--- config.mk ---
export PLATFORM = sky130hd
export DESIGN_NAME = host_strm_wr_chunker_flat
export DESIGN_NICKNAME = d
export VERILOG_FILES = /design/src/rtl/host_strm_wr_chunker_if.sv /design/src/rtl/host_strm_wr_chunker.sv /design/src/flat_wrapper.sv
export SDC_FILE = /design/constraint.sdc
export NUM_CORES = 1
export LEC_CHECK = 0
export ABC_AREA = 1
export CORE_AREA = 4 4 521 523
export CTS_BUF_LIST = sky130_fd_sc_hd__clkbuf_4
export CTS_CLUSTER_SIZE = 20
export DETAILED_ROUTE_END_ITERATION = 12
export DIE_AREA = 0 0 525 527
export PLACE_DENSITY_LB_ADDON = 0.2
export SLEW_MARGIN = 20
export SYNTH_ARGS = -nofsm -noshare
export SYNTH_HDL_FRONTEND = slang
export SYNTH_SLANG_ARGS = --single-unit
--- constraint.sdc ---
create_clock -name aclk -period 6.86 [get_ports aclk]
set_input_delay 2.058 -clock aclk [delete_from_list [all_inputs] [get_ports aclk]]
set_output_delay 2.058 -clock aclk [all_outputs]
set_load 0.02 [all_outputs]
--- src/rtl/host_strm_wr_chunker_if.sv ---
// Bundles the descriptor, user stream, write-request, output stream and
// completion signals of the host write chunker.
//   master : the chunker side (drives cfg_ready, s_axis_tready, m_req_*, m_axis_*, done_*, busy)
//   slave  : the surrounding environment (drives cfg_*, s_axis_*, m_req_ready, m_axis_tready)
interface host_strm_wr_chunker_if #(
  parameter int unsigned DATA_BITS  = 512,
  parameter int unsigned VADDR_BITS = 48,
  parameter int unsigned LEN_BITS   = 28,
  parameter int unsigned PID_BITS   = 6
);
  localparam int unsigned BB = DATA_BITS / 8;

  // transfer descriptor
  logic                  cfg_valid;
  logic                  cfg_ready;
  logic [VADDR_BITS-1:0] cfg_vaddr;
  logic [LEN_BITS-1:0]   cfg_len;
  logic [PID_BITS-1:0]   cfg_pid;

  // user source stream
  logic                  s_axis_tvalid;
  logic                  s_axis_tready;
  logic [DATA_BITS-1:0]  s_axis_tdata;
  logic [BB-1:0]         s_axis_tkeep;
  logic                  s_axis_tlast;

  // per-chunk write request
  logic                  m_req_valid;
  logic                  m_req_ready;
  logic [VADDR_BITS-1:0] m_req_vaddr;
  logic [LEN_BITS-1:0]   m_req_len;
  logic [PID_BITS-1:0]   m_req_pid;
  logic                  m_req_last;

  // chunked output stream
  logic                  m_axis_tvalid;
  logic                  m_axis_tready;
  logic [DATA_BITS-1:0]  m_axis_tdata;
  logic [BB-1:0]         m_axis_tkeep;
  logic                  m_axis_tlast;
  logic [PID_BITS-1:0]   m_axis_tid;

  // completion / status
  logic                  done_valid;
  logic [PID_BITS-1:0]   done_pid;
  logic                  busy;

  modport master (
    input  cfg_valid, cfg_vaddr, cfg_len, cfg_pid,
    output cfg_ready,
    input  s_axis_tvalid, s_axis_tdata, s_axis_tkeep, s_axis_tlast,
    output s_axis_tready,
    output m_req_valid, m_req_vaddr, m_req_len, m_req_pid, m_req_last,
    input  m_req_ready,
    output m_axis_tvalid, m_axis_tdata, m_axis_tkeep, m_axis_tlast, m_axis_tid,
    input  m_axis_tready,
    output done_valid, done_pid, busy
  );

  modport slave (
    output cfg_valid, cfg_vaddr, cfg_len, cfg_pid,
    input  cfg_ready,
    output s_axis_tvalid, s_axis_tdata, s_axis_tkeep, s_axis_tlast,
    input  s_axis_tready,
    input  m_req_valid, m_req_vaddr, m_req_len, m_req_pid, m_req_last,
    output m_req_ready,
    input  m_axis_tvalid, m_axis_tdata, m_axis_tkeep, m_axis_tlast, m_axis_tid,
    output m_axis_tready,
    input  done_valid, done_pid, busy
  );
endinterface

--- src/rtl/host_strm_wr_chunker.sv ---
// Host write stream chunker: splits one configured transfer (vaddr, len, pid)
// into PKT_BYTES chunks, issuing a write request ahead of each chunk and then
// passing that chunk's beats through with regenerated tlast/tkeep.
// Ports:
//   aclk, areset : clock, asynchronous active-high reset
//   bus          : descriptor, user stream in, write request out,
//                  chunk stream out, completion pulse and busy status
module host_strm_wr_chunker #(
  parameter int unsigned DATA_BITS  = 512,
  parameter int unsigned PKT_BYTES  = 4096,
  parameter int unsigned VADDR_BITS = 48,
  parameter int unsigned LEN_BITS   = 28,
  parameter int unsigned PID_BITS   = 6
) (
  input logic                    aclk,
  input logic                    areset,
  host_strm_wr_chunker_if.master bus
);
  localparam int unsigned BB        = DATA_BITS / 8;
  localparam int unsigned BB_LOG2   = $clog2(BB);
  localparam int unsigned BEAT_BITS = $clog2(PKT_BYTES / BB) + 1;

  typedef enum logic [1:0] {IDLE, REQ, DATA, DONE} state_t;

  state_t                state, state_nxt;
  logic [VADDR_BITS-1:0] addr, addr_nxt;
  logic [LEN_BITS-1:0]   rem, rem_nxt;
  logic [LEN_BITS-1:0]   chunk, chunk_nxt;
  logic [PID_BITS-1:0]   pid, pid_nxt;
  logic                  last, last_nxt;
  logic [BEAT_BITS-1:0]  beat_cnt, beat_cnt_nxt;
  logic                  req_valid, req_valid_nxt;
  logic                  cfg_rdy, cfg_rdy_nxt;
  logic                  done, done_nxt;
  logic [PID_BITS-1:0]   done_pid_q, done_pid_nxt;
  logic                  busy_q, busy_nxt;

  logic                  in_data;
  logic                  beat_hs;
  logic                  final_beat;
  logic [BB_LOG2-1:0]    tail;
  logic [BB-1:0]         tail_keep;
  logic                  unused_inputs;

  assign in_data    = (state == DATA);
  assign beat_hs    = in_data & bus.s_axis_tvalid & bus.m_axis_tready;
  assign final_beat = (beat_cnt == BEAT_BITS'(1));
  assign tail       = chunk[BB_LOG2-1:0];
  // a chunk that is not a whole number of beats keeps only the low tail bytes
  assign tail_keep  = (tail == '0) ? '1 : ((BB'(1) << tail) - BB'(1));

  // user tkeep/tlast carry no meaning here; chunking is length-driven
  assign unused_inputs = ^{bus.s_axis_tkeep, bus.s_axis_tlast};

  // state and datapath registers
  always_ff @(posedge aclk or posedge areset) begin
    if (areset) begin
      state      <= IDLE;
      addr       <= '0;
      rem        <= '0;
      chunk      <= '0;
      pid        <= '0;
      last       <= 1'b0;
      beat_cnt   <= '0;
      req_valid  <= 1'b0;
      cfg_rdy    <= 1'b1;
      done       <= 1'b0;
      done_pid_q <= '0;
      busy_q     <= 1'b0;
    end else begin
      state      <= state_nxt;
      addr       <= addr_nxt;
      rem        <= rem_nxt;
      chunk      <= chunk_nxt;
      pid        <= pid_nxt;
      last       <= last_nxt;
      beat_cnt   <= beat_cnt_nxt;
      req_valid  <= req_valid_nxt;
      cfg_rdy    <= cfg_rdy_nxt;
      done       <= done_nxt;
      done_pid_q <= done_pid_nxt;
      busy_q     <= busy_nxt;
    end
  end

  // next state, datapath updates and registered status outputs
  always_comb begin
    state_nxt    = state;
    addr_nxt     = addr;
    rem_nxt      = rem;
    chunk_nxt    = chunk;
    pid_nxt      = pid;
    last_nxt     = last;
    beat_cnt_nxt = beat_cnt;

    case (state)
      IDLE: begin
        if (bus.cfg_valid) begin
          addr_nxt  = bus.cfg_vaddr;
          rem_nxt   = bus.cfg_len;
          pid_nxt   = bus.cfg_pid;
          state_nxt = (bus.cfg_len == '0) ? DONE : REQ;
        end
      end
      REQ: begin
        if (bus.m_req_ready) begin
          // ceil(chunk / BB): whole beats plus one for a partial tail
          beat_cnt_nxt = BEAT_BITS'(chunk >> BB_LOG2) + BEAT_BITS'(|tail);
          state_nxt    = DATA;
        end
      end
      DATA: begin
        if (beat_hs) begin
          beat_cnt_nxt = beat_cnt - BEAT_BITS'(1);
          if (final_beat) begin
            rem_nxt   = rem - chunk;
            addr_nxt  = addr + VADDR_BITS'(chunk);
            state_nxt = last ? DONE : REQ;
          end
        end
      end
      DONE:    state_nxt = IDLE;
      default: state_nxt = IDLE;
    endcase

    // size the next request as it is entered so its fields are stable while valid
    if ((state_nxt == REQ) && (state != REQ)) begin
      chunk_nxt = (rem_nxt > LEN_BITS'(PKT_BYTES)) ? LEN_BITS'(PKT_BYTES) : rem_nxt;
      last_nxt  = (rem_nxt <= LEN_BITS'(PKT_BYTES));
    end

    req_valid_nxt = (state_nxt == REQ);
    cfg_rdy_nxt   = (state_nxt == IDLE);
    busy_nxt      = (state_nxt != IDLE);
    done_nxt      = (state_nxt == DONE);
    done_pid_nxt  = (state_nxt == DONE) ? pid_nxt : '0;
  end

  assign bus.cfg_ready     = cfg_rdy;
  assign bus.busy          = busy_q;
  assign bus.done_valid    = done;
  assign bus.done_pid      = done_pid_q;

  assign bus.m_req_valid   = req_valid;
  assign bus.m_req_vaddr   = addr;
  assign bus.m_req_len     = chunk;
  assign bus.m_req_pid     = pid;
  assign bus.m_req_last    = last;

  // data phase is a straight pass-through gated by the current chunk
  assign bus.s_axis_tready = in_data & bus.m_axis_tready;
  assign bus.m_axis_tvalid = in_data & bus.s_axis_tvalid;
  assign bus.m_axis_tdata  = in_data ? bus.s_axis_tdata : '0;
  assign bus.m_axis_tkeep  = in_data ? (final_beat ? tail_keep : '1) : '0;
  assign bus.m_axis_tlast  = in_data & final_beat;
  assign bus.m_axis_tid    = pid;
endmodule

--- src/flat_wrapper.sv ---
// flat-port wrapper written by rule: the top's interface ports become plain ports
module host_strm_wr_chunker_flat 
#(
  parameter int unsigned DATA_BITS  = 512,
  parameter int unsigned PKT_BYTES  = 4096,
  parameter int unsigned VADDR_BITS = 48,
  parameter int unsigned LEN_BITS   = 28,
  parameter int unsigned PID_BITS   = 6
)
  (aclk, areset, bus_cfg_valid, bus_cfg_vaddr, bus_cfg_len, bus_cfg_pid, bus_cfg_ready, bus_s_axis_tvalid, bus_s_axis_tdata, bus_s_axis_tkeep, bus_s_axis_tlast, bus_s_axis_tready, bus_m_req_valid, bus_m_req_vaddr, bus_m_req_len, bus_m_req_pid, bus_m_req_last, bus_m_req_ready, bus_m_axis_tvalid, bus_m_axis_tdata, bus_m_axis_tkeep, bus_m_axis_tlast, bus_m_axis_tid, bus_m_axis_tready, bus_done_valid, bus_done_pid, bus_busy);
  host_strm_wr_chunker_if #(.DATA_BITS(DATA_BITS), .VADDR_BITS(VADDR_BITS), .LEN_BITS(LEN_BITS), .PID_BITS(PID_BITS)) bus_i ();
  input logic aclk;
  input logic areset;
  input wire logic [$bits(bus_i.cfg_valid)-1:0] bus_cfg_valid;
  input wire logic [$bits(bus_i.cfg_vaddr)-1:0] bus_cfg_vaddr;
  input wire logic [$bits(bus_i.cfg_len)-1:0] bus_cfg_len;
  input wire logic [$bits(bus_i.cfg_pid)-1:0] bus_cfg_pid;
  output wire logic [$bits(bus_i.cfg_ready)-1:0] bus_cfg_ready;
  input wire logic [$bits(bus_i.s_axis_tvalid)-1:0] bus_s_axis_tvalid;
  input wire logic [$bits(bus_i.s_axis_tdata)-1:0] bus_s_axis_tdata;
  input wire logic [$bits(bus_i.s_axis_tkeep)-1:0] bus_s_axis_tkeep;
  input wire logic [$bits(bus_i.s_axis_tlast)-1:0] bus_s_axis_tlast;
  output wire logic [$bits(bus_i.s_axis_tready)-1:0] bus_s_axis_tready;
  output wire logic [$bits(bus_i.m_req_valid)-1:0] bus_m_req_valid;
  output wire logic [$bits(bus_i.m_req_vaddr)-1:0] bus_m_req_vaddr;
  output wire logic [$bits(bus_i.m_req_len)-1:0] bus_m_req_len;
  output wire logic [$bits(bus_i.m_req_pid)-1:0] bus_m_req_pid;
  output wire logic [$bits(bus_i.m_req_last)-1:0] bus_m_req_last;
  input wire logic [$bits(bus_i.m_req_ready)-1:0] bus_m_req_ready;
  output wire logic [$bits(bus_i.m_axis_tvalid)-1:0] bus_m_axis_tvalid;
  output wire logic [$bits(bus_i.m_axis_tdata)-1:0] bus_m_axis_tdata;
  output wire logic [$bits(bus_i.m_axis_tkeep)-1:0] bus_m_axis_tkeep;
  output wire logic [$bits(bus_i.m_axis_tlast)-1:0] bus_m_axis_tlast;
  output wire logic [$bits(bus_i.m_axis_tid)-1:0] bus_m_axis_tid;
  input wire logic [$bits(bus_i.m_axis_tready)-1:0] bus_m_axis_tready;
  output wire logic [$bits(bus_i.done_valid)-1:0] bus_done_valid;
  output wire logic [$bits(bus_i.done_pid)-1:0] bus_done_pid;
  output wire logic [$bits(bus_i.busy)-1:0] bus_busy;
  assign bus_i.cfg_valid = bus_cfg_valid;
  assign bus_i.cfg_vaddr = bus_cfg_vaddr;
  assign bus_i.cfg_len = bus_cfg_len;
  assign bus_i.cfg_pid = bus_cfg_pid;
  assign bus_cfg_ready = bus_i.cfg_ready;
  assign bus_i.s_axis_tvalid = bus_s_axis_tvalid;
  assign bus_i.s_axis_tdata = bus_s_axis_tdata;
  assign bus_i.s_axis_tkeep = bus_s_axis_tkeep;
  assign bus_i.s_axis_tlast = bus_s_axis_tlast;
  assign bus_s_axis_tready = bus_i.s_axis_tready;
  assign bus_m_req_valid = bus_i.m_req_valid;
  assign bus_m_req_vaddr = bus_i.m_req_vaddr;
  assign bus_m_req_len = bus_i.m_req_len;
  assign bus_m_req_pid = bus_i.m_req_pid;
  assign bus_m_req_last = bus_i.m_req_last;
  assign bus_i.m_req_ready = bus_m_req_ready;
  assign bus_m_axis_tvalid = bus_i.m_axis_tvalid;
  assign bus_m_axis_tdata = bus_i.m_axis_tdata;
  assign bus_m_axis_tkeep = bus_i.m_axis_tkeep;
  assign bus_m_axis_tlast = bus_i.m_axis_tlast;
  assign bus_m_axis_tid = bus_i.m_axis_tid;
  assign bus_i.m_axis_tready = bus_m_axis_tready;
  assign bus_done_valid = bus_i.done_valid;
  assign bus_done_pid = bus_i.done_pid;
  assign bus_busy = bus_i.busy;
  host_strm_wr_chunker #(.DATA_BITS(DATA_BITS), .PKT_BYTES(PKT_BYTES), .VADDR_BITS(VADDR_BITS), .LEN_BITS(LEN_BITS), .PID_BITS(PID_BITS)) u_core (.aclk(aclk), .areset(areset), .bus(bus_i));
endmodule
# Word level (Yosys, flattened, before mapping)
# Index checks and enable logic that the tools add are counted.
[classes]
n_addsub = 5
magnitude_cmp = 2
n_eq_ne = 11
n_shift = 1
muxes = 26
bitwise_logic = 4
n_reduce_logical = 11
[op_table]
columns = ["cell", "count"]
rows = [
  ["$mux 512", 1],
  ["$mux 64", 3],
  ["$mux 48", 3],
  ["$mux 28", 4],
  ["$pmux 48 s2", 1],
  ["$shl 1x6->64 const A", 1],
  ["$sub 64x1->64 const B", 1],
  ["$pmux 28 s2", 1],
  ["$add 48x28->48", 1],
  ["$gt 28x13->1 const B", 1],
  ["$le 28x13->1 const B", 1],
  ["$logic_not 28->1", 1],
  ["$sub 28x28->28", 1],
  ["$mux 6", 3],
  ["$mux 7", 2],
  ["$pmux 7 s2", 1],
  ["$mux 2", 6],
  ["$ne 2x2->1 const B", 4],
  ["$pmux 2 s4", 1],
  ["$add 7x1->7", 1],
  ["$eq 7x1->1 const B", 1],
  ["$sub 7x1->7 const B", 1],
  ["$eq 2x2->1 const B", 3],
  ["$logic_not 6->1", 1],
  ["other kinds (9)", 16],
]
[word_totals]
register_bits = 130
inputBits = 665
out_inout_bits = 678
word_cells = 72

# Longest topological paths before layout
# Gate-level depths: netlist of the first run.
[depth]
word_depth = 7
depth_mapped = 25
mapped_depth_nobuf = 21

# Worst setup path before layout of the first run
# Ideal clock, no wire load.
[synth_path]
path_type = "register to output"
start = "reg u_core.chunk[3], in the netlist u_core.bus.m_req_len[3]"
end = "out bus_m_axis_tkeep[58]"
arrival_time_ps = 2738
required_ps = 4802
path_slack_ps = 2064
stages_incl_launch_ff = 20
cell_sequence = "dfrtp_1 buf_4 inv_2 buf_6 nand3_2 nor2_1 inv_2 nor2_2 inv_1 ha_1 inv_1 nor2_2 nand2_1 nor2_1 nand2_1 nor2_4 nand2_4 nor3b_2 nand2_1 a21oi_1"
[synth_via]
elab_chain_len = 5
[synth_lines]
columns = ["item", "line_no", "rtl"]
rows = [
  ["from (decl)", "host_strm_wr_chunker.sv:28", "logic [LEN_BITS-1:0] chunk, chunk_nxt;"],
  ["from (signal assigned)", "host_strm_wr_chunker.sv:74", "chunk <= chunk_nxt;"],
  ["$shl 1x6->64", "host_strm_wr_chunker.sv:50", "assign tail_keep = (tail == '0) ? '1 : ((BB'(1) << tail) - BB'(1));"],
  ["$sub 64x1->64", "host_strm_wr_chunker.sv:50", ""],
  ["$mux 64 (*)", "host_strm_wr_chunker.sv:50", ""],
  ["$mux 64 (*) (2 in a row)", "host_strm_wr_chunker.sv:154", "assign bus.m_axis_tkeep = in_data ? (final_beat ? tail_keep : '1) : '0;"],
  ["to (decl)", "flat_wrapper.sv:32", "output wire logic [$bits(bus_i.m_axis_tkeep)-1:0] bus_m_axis_tkeep;"],
]
# Mark *: on every way between the ends. The rest lies on a longest branch, timed or not.

# Worst setup path in the final report of the first run
[layout_path]
start = "reg u_core.chunk[2], in the netlist u_core.bus.m_req_len[2]"
end = "out bus_m_axis_tkeep[18]"
# The elaborated chain is that of the path after synthesis.

==> impl_metrics.yaml, run 1 <==
die:
  dieArea_um2: 277000
  core_um2: 267000
  row_count: 190
  fp.dieW_um: 525
  start_util: 0.0627
  die_height_um: 527
  ios: 1343
drt:
  vias: 25360
  viasPerCell: 3.21
  first_pass_iters: 8
  drt_iter0_drc: 1651
  routed_wl_um: 274000
  drc: 0
  final_antenna_net_count: 0
  wire_per_inst_um: 34.6
worst_hold_path:
  worstHoldStart: "u_core.bus.m_req_vaddr[2]$_DFFE_PP0P_"
  hp-class: "reg2reg"
  min_path_cells: 2
  holdPathEnd: "u_core.bus.m_req_vaddr[2]$_DFFE_PP0P_"
logic_synthesis:
  avgSynthCellArea_um2: 5.37
  yosysWarnings: 0
  netlist_area_um2: 16700
  syn_inst: 3118
  ys_seq_area_frac: 0.194
  ys_ff_latch: 130
  synth_cell_types: 56
  synth_fp_nets: 3845
grt:
  grt_pass1_vias: 25311
  grt.overflow.total: 0
  grtUsageTotal: 0.190
  antenna_found_initial: 219
  grt_pass1_wl_um: 332000
  grt_max_degree: 141
power:
  vdd.ir_drop.worst_mv: 0.119
  p_per_area_nw_per_um2: 177
  p_leak_nw: 15.6
timing:
  max_freq_mhz: 154
  fin_setup_tns_ps: 0
  tightest_slew_ps: 996
  finClkSkew_ps: 55.4
  setup_violations: 0
  max_slew_margin: 0.336
  slew_viol_final: 0
  fin_crit_ps: 6490
  timing.final.crit_share: 0.946
  finalHoldViolations: 0
  finalWorstSetupSlack_ps: 368
  rsz0062_at_grt: "no"
final_layout:
  drive_above_1_share: 0.0502
  syn2layout_area_growth_pct: 103
  layout_common_cells: "clkdlybuf4s50_1, inv_1, nor2_1, nand2_1, nand3_1"
  layout_commonest_cell: "clkdlybuf4s50_1"
  final_nets: 5053
clocking:
  clk-insertion-delay-late_ps: 840
  numCtsBuffers: 17
  cts_root_buf: "clkbuf_4"
  cts_tree: "built"
  cts_buffer_depth: 2
  cts_max_level: 4
  cts_sinks: 130
  clk_pin_slew_ps: 160
worst_setup_path:
  r2r-start: "u_core.bus.m_req_len[9]$_DFFE_PP0P_"
  reg2reg_slack_ps: 2570
  worstSetupStartpointType: "register"
  path_class: "reg2out"
  setup.worst_path.end_class: "primary output"
  reg2reg_to: "u_core.bus.m_req_len[3]$_DFFE_PP0P_"
  crit_required_ps: 4800
  reg2reg_depth: 15
  arrival_ps: 4430
  cp_max_fo: 6
status:
  status: "finished, final reports clean"
place:
  portBuffers: 1277
  post-place-ws_ps: 613
  hpwl_um: 252000
  gp_congestion: 0.942
run:
  max_cap_viol_count: 0
## state kept, by name, summed over array words and instances (netlist names), 2 cells and up
signal and flops:
u_core.bus.m_req_vaddr 48, u_core.bus.m_req_len 28, u_core.rem 28, u_core.beat_cnt 7
u_core.bus.done_pid 6, u_core.bus.m_axis_tid 6, u_core.state 2
## routing by layer
metal	up-vias	GRT usage	part of all wire
met5	-	0	0.0012
met4	50	0.0366	0.028
met3	425	0.0618	0.074
met2	1222	0.375	0.54
met1	11891	0.193	0.35
li1	11772	-	-
## worst max-delay path: stages, from the launching register on
cell	delay (ps)
dfrtp_1	390
inv_2	130
nand3_2	130
nor2_1	50
inv_2	190
nor2_4	100
inv_1	110
ha_1	170
inv_1	50
nor2_2	230
nand2_1	120
nor2_1	180
nand2_1	150
nor2_4	170
nand2_2	90
xor2_1	150
o31ai_1	540
inv_1	90
clkdlybuf4s50_1	560
## logic make-up (layout without fill, tap and decap cells)
family	after synthesis	after routing	share of synthesized area
AO/OA/AOI/OAI	349	349	0.117
XOR/XNOR	35	35	0.0183
adder cells (fa/ha/maj)	62	62	0.0472
buffers and inverters	946	2167	0.219
flip-flops	130	130	0.194
multiplexers	1	1	0.000673
other	0	18	0
AND/OR/NAND/NOR	1595	1595	0.403
## timing repair
action,4_1_cts,5_1_grt
endpoints found under the setup margin,5,9
pin swaps,0,1
hold buffers,0,0
resized for setup,1,6
buffers inserted,0,1
## through the flow
step / util / hold slack, ps / instances / cell area (µm²) / total power, mW
global route: 0.127 / 589 / 7897 / 33900 / 6.51
finish: 0.127 / 556 / 7909 / 34000 / 6.02
detailed placement: 0.126 / 519 / 7858 / 33600 / 5.47
floorplan: - / 496 / 3118 / 16700 / 3.08
global placement: 0.126 / 509 / 7858 / 33600 / 5.49
CTS: 0.127 / 557 / 7890 / 33900 / 6.19
## synth_stat cells, drive strengths merged
library cell | number | area (µm²)
a22oi | 19 | 143
ha | 60 | 751
xnor2 | 5 | 43.8
xor2 | 30 | 263
clkbuf | 95 | 357
o22ai | 8 | 50.1
nor4 | 8 | 56.3
nor3b | 4 | 35.0
a31o | 1 | 8.76
a22o | 1 | 8.76
nand4 | 67 | 419
o21ai | 139 | 699
a211oi | 1 | 7.51
a21oi | 123 | 634
buf | 38 | 257
dfstp | 1 | 26.3
nand2 | 501 | 1940
o221ai | 1 | 8.76
o31ai | 4 | 30.0
dfrtp | 129 | 3230
nor3 | 38 | 244
inv | 813 | 3050
fa | 2 | 40.0
nand3b | 12 | 90.1
a21boi | 3 | 22.5
o211ai | 12 | 90.1
o311ai | 1 | 8.76
o21a | 8 | 60.1
and2 | 3 | 18.8
o21bai | 6 | 45.0
and3 | 2 | 12.5
nand3 | 143 | 761
nor2 | 804 | 3100
a21o | 5 | 37.5
mux2 | 1 | 11.3
or2 | 13 | 81.3
a31oi | 17 | 106
## worst max path at each step
stage	start	end	slack (ps)
after floorplan	areset	u_core.beat_cnt[0]$_DFFE_PP0P_	1330
after global placement	bus_s_axis_tdata[451]	bus_m_axis_tdata[451]	620
after detailed placement	bus_s_axis_tdata[451]	bus_m_axis_tdata[451]	610
after CTS	u_core.bus.m_req_len[0]$_DFFE_PP0P_	bus_m_axis_tkeep[18]	80
after global routing	u_core.bus.m_req_len[5]$_DFFE_PP0P_	bus_m_axis_tkeep[58]	0.05
final	u_core.bus.m_req_len[2]$_DFFE_PP0P_	bus_m_axis_tkeep[18]	370
## area by class of cell
type / count / area [µm²]
fillers: 31222 / 233000
repair buffers: 1322 / 13000
multi-input cells: 2042 / 9860
well taps: 3552 / 4440
flip-flops and latches: 130 / 3250
inverters: 813 / 3060
clock inverters: 15 / 160
clock buffers: 17 / 128
diodes: 18 / 45.0
## power by group
| group | total [mW] | internal, mW | switching, mW |
|---|---|---|---|
| Sequential | 1.15 | 0.922 | 0.227 |
| Clock | 0.666 | 0.198 | 0.469 |
| Combinational | 4.21 | 1.52 | 2.69 |
Power figures use the tool's default switching activity.
==> inputs of run 2 (changes only) <==
--- a/config.mk
+++ b/config.mk
@@ -6,11 +6,11 @@
 export NUM_CORES = 1
 export LEC_CHECK = 0
 export ABC_AREA = 1
-export CORE_AREA = 4 4 521 523
+export CORE_AREA = 4 4 522 524
 export CTS_BUF_LIST = sky130_fd_sc_hd__clkbuf_4
 export CTS_CLUSTER_SIZE = 20
 export DETAILED_ROUTE_END_ITERATION = 12
-export DIE_AREA = 0 0 525 527
+export DIE_AREA = 0 0 526 528
 export PLACE_DENSITY_LB_ADDON = 0.2
 export SLEW_MARGIN = 20
 export SYNTH_ARGS = -nofsm -noshare
==> constraint.sdc (replaced) <==
create_clock -name aclk -period 5.6 [get_ports aclk]
set_input_delay 1.68 -clock aclk [delete_from_list [all_inputs] [get_ports aclk]]
set_output_delay 1.68 -clock aclk [all_outputs]
set_load 0.02 [all_outputs]
==> impl_metrics.yaml, run 2 (same netlist as run 1, synthesis figures left out) <==
final_layout:
  largest_register_ffs: 48
  final_nets: 5128
  post-route-util: 0.130
  fill_cells: 31390
  layout_commonest_cell: "clkdlybuf4s50_1"
  drive_above_1_share: 0.0865
  regArea_um2: 3260
  syn2layout_area_growth_pct: 108
  layout_common_cells: "clkdlybuf4s50_1, inv_1, nor2_1, nand2_1, buf_4"
  multi_input_area_um2: 9940
  design_area_um2: 34800
clocking:
  cts_max_level: 4
  ctsHoldBuffers: 0
  clk-insertion-delay-late_ps: 810
  numCtsBuffers: 17
  cts_tree: "built"
  cts_root_buf: "clkbuf_4"
  cts_sinks: 130
  clk_pin_slew_ps: 160
  cts_buffer_depth: 2
die:
  dieArea_um2: 278000
  start_util: 0.0626
  core_um2: 267000
  fp.dieW_um: 526
  ios: 1343
  die_height_um: 528
  row_count: 190
grt:
  grtUsageTotal: 0.182
  grt_pass1_vias: 25534
  grt.overflow.total: 0
  grt_max_degree: 75
  grt_pass1_wl_um: 322000
  antenna_found_initial: 184
power:
  p_per_area_nw_per_um2: 210
  switching_power_mw: 4.04
  intPower_mw: 3.27
  p_clk_frac: 0.105
  vdd.ir_drop.worst_mv: 0.130
  seqPwrFrac: 0.187
  p_comb_frac: 0.708
  sw_frac_of_total: 0.553
  p_leak_nw: 16.1
worst_setup_path:
  crit_chain: "inv_2 -> nand2_8 -> buf_4 -> nor2_1 -> clkdlybuf4s50_1"
  cp_top_family: "buffers and inverters"
  cp_max_fo: 47
  crit_required_ps: 3920
  cp_num_buf_inv: 3
  critPathSlowestCell: "clkdlybuf4s50_1"
  slowest_delay_ps: 760
  path_depth: 5
  worstSetupStartpointType: "register"
  reg2reg_depth: 19
  arrival_ps: 3730
  setup.worst_path.end_class: "primary output"
  path_class: "reg2out"
drt:
  vias: 25501
  met3WireLength_um: 14800
  met1_length_um: 101000
  viasPerCell: 3.19
  drc: 0
  first_pass_iters: 7
  wire_per_inst_um: 33.0
  dr_wl_met2_um: 140000
  drt_iter0_drc: 1560
  top_layer_used: "met5"
  final_antenna_net_count: 0
  routed_wl_um: 263000
timing:
  timing.final.crit_share: 0.965
  finalHoldViolations: 0
  whs_ps: 551
  finalWorstSetupSlack_ps: 194
  finClkSkew_ps: 74.5
  slew_viol_final: 0
  max_freq_mhz: 185
  tightest_slew_ps: 1010
  max_slew_margin: 0.321
  fin_crit_ps: 5410
  setup_violations: 0
status:
  status: "finished, final reports clean"
worst_hold_path:
  min_path_cells: 2
  hp-class: "reg2reg"
place:
  portBuffers: 1277
  dpl-instance-area_um2: 34200
  gp_congestion: 0.918
  hpwl_um: 243000
  post-place-ws_ps: 253
run:
  max_cap_viol_count: 0
==> run 2: cell count changes in the layout (fill, tap and decap cells not counted), moves of 4 or more <==
cell             delta
o21ai_0             -4
dfrtp_2             +5
o21ai_1             +4
buf_4             +114
clkdlybuf4s50_1    -73
nor2_2             +12
buf_12             +24
dfrtp_1             -5
dlygate4sd2_1       +5
dlymetal6s2s_1      +4
nor2_1             -11
==> run 2: worst register-to-register path, delay by kind of cell (launching register included) <==
family                   cells  cell delay [ps]
AO/OA/AOI/OAI                4             1290
buffers and inverters        3              450
adder cells (fa/ha/maj)      2              780
flip-flops                   1              480
AND/OR/NAND/NOR             10             1190
==> run 2: stage by stage <==
| stage | power [mW] | setup TNS, ps | cells |
|---|---|---|---|
| after global routing | 7.90 | -90.3 | 7976 |
| after CTS | 7.51 | 0 | 7962 |
| after floorplan | 3.77 | 0 | 3118 |
| after detailed placement | 6.66 | 0 | 7923 |
| after global placement | 6.68 | 0 | 7923 |
| final | 7.31 | 0 | 7985 |
==> run 2: metal layers <==
layer  track usage  vias up
li1              -    11911
met1         0.202    12073
met2         0.349     1149
met3        0.0415      342
met4        0.0386       26
met5             0        -
==> run 2: final timing paths <==
check	from	end	slack [ps]
max in group asynchronous	areset	u_core.bus.m_req_len[1]$_DFFE_PP0P_	3160
worst min-delay path	u_core.bus.m_req_vaddr[3]$_DFFE_PP0P_	u_core.bus.m_req_vaddr[3]$_DFFE_PP0P_	550
min in group asynchronous	areset	u_core.bus.m_req_len[23]$_DFFE_PP0P_	1270
worst max-delay path	u_core.state[0]$_DFF_PP0_	bus_m_axis_tdata[162]	190
worst min register to register	u_core.bus.m_req_vaddr[3]$_DFFE_PP0P_	u_core.bus.m_req_vaddr[3]$_DFFE_PP0P_	550
worst max register to register	u_core.bus.m_req_len[0]$_DFFE_PP0P_	u_core.bus.m_req_vaddr[24]$_DFFE_PP0P_	1360
==> run 2: power by group through the flow <==
stage | clock network (mW) | registers [mW] | logic [mW]
after floorplan | 0 | 1.40 | 2.37
after global placement | 0 | 1.39 | 5.30
after detailed placement | 0 | 1.39 | 5.28
after CTS | 0.846 | 1.37 | 5.30
after global routing | 0.854 | 1.39 | 5.65
final | 0.769 | 1.36 | 5.18
==> run 2: layout make-up <==
| type | count | share of cell area |
|---|---|---|
| clock buffers | 17 | 0.00367 |
| diodes | 19 | 0.00137 |
| multi-input cells | 2042 | 0.286 |
| repair buffers | 1397 | 0.395 |
| clock inverters | 15 | 0.00417 |
| inverters | 813 | 0.0885 |
| well taps | 3552 | 0.128 |
| flip-flops and latches | 130 | 0.0937 |
==> run 2: timing repair <==
action | CTS | global route
hold endpoints to repair | 0 | 0
gates resized for setup | 34 | 20
endpoints found under the setup margin | 44 | 22
pin swaps | 3 | 3
buffers inserted | 7 | 4
==> inputs of run 3 (changes only) <==
--- a/config.mk
+++ b/config.mk
@@ -6,6 +6,7 @@
 export NUM_CORES = 1
 export LEC_CHECK = 0
 export ABC_AREA = 1
+export CAP_MARGIN = 30
 export CORE_AREA = 4 4 522 524
 export CTS_BUF_LIST = sky130_fd_sc_hd__clkbuf_4
 export CTS_CLUSTER_SIZE = 20
==> results of run 3 <==
Same layout as run 2: the final DEF is identical, and so are final timing and power.
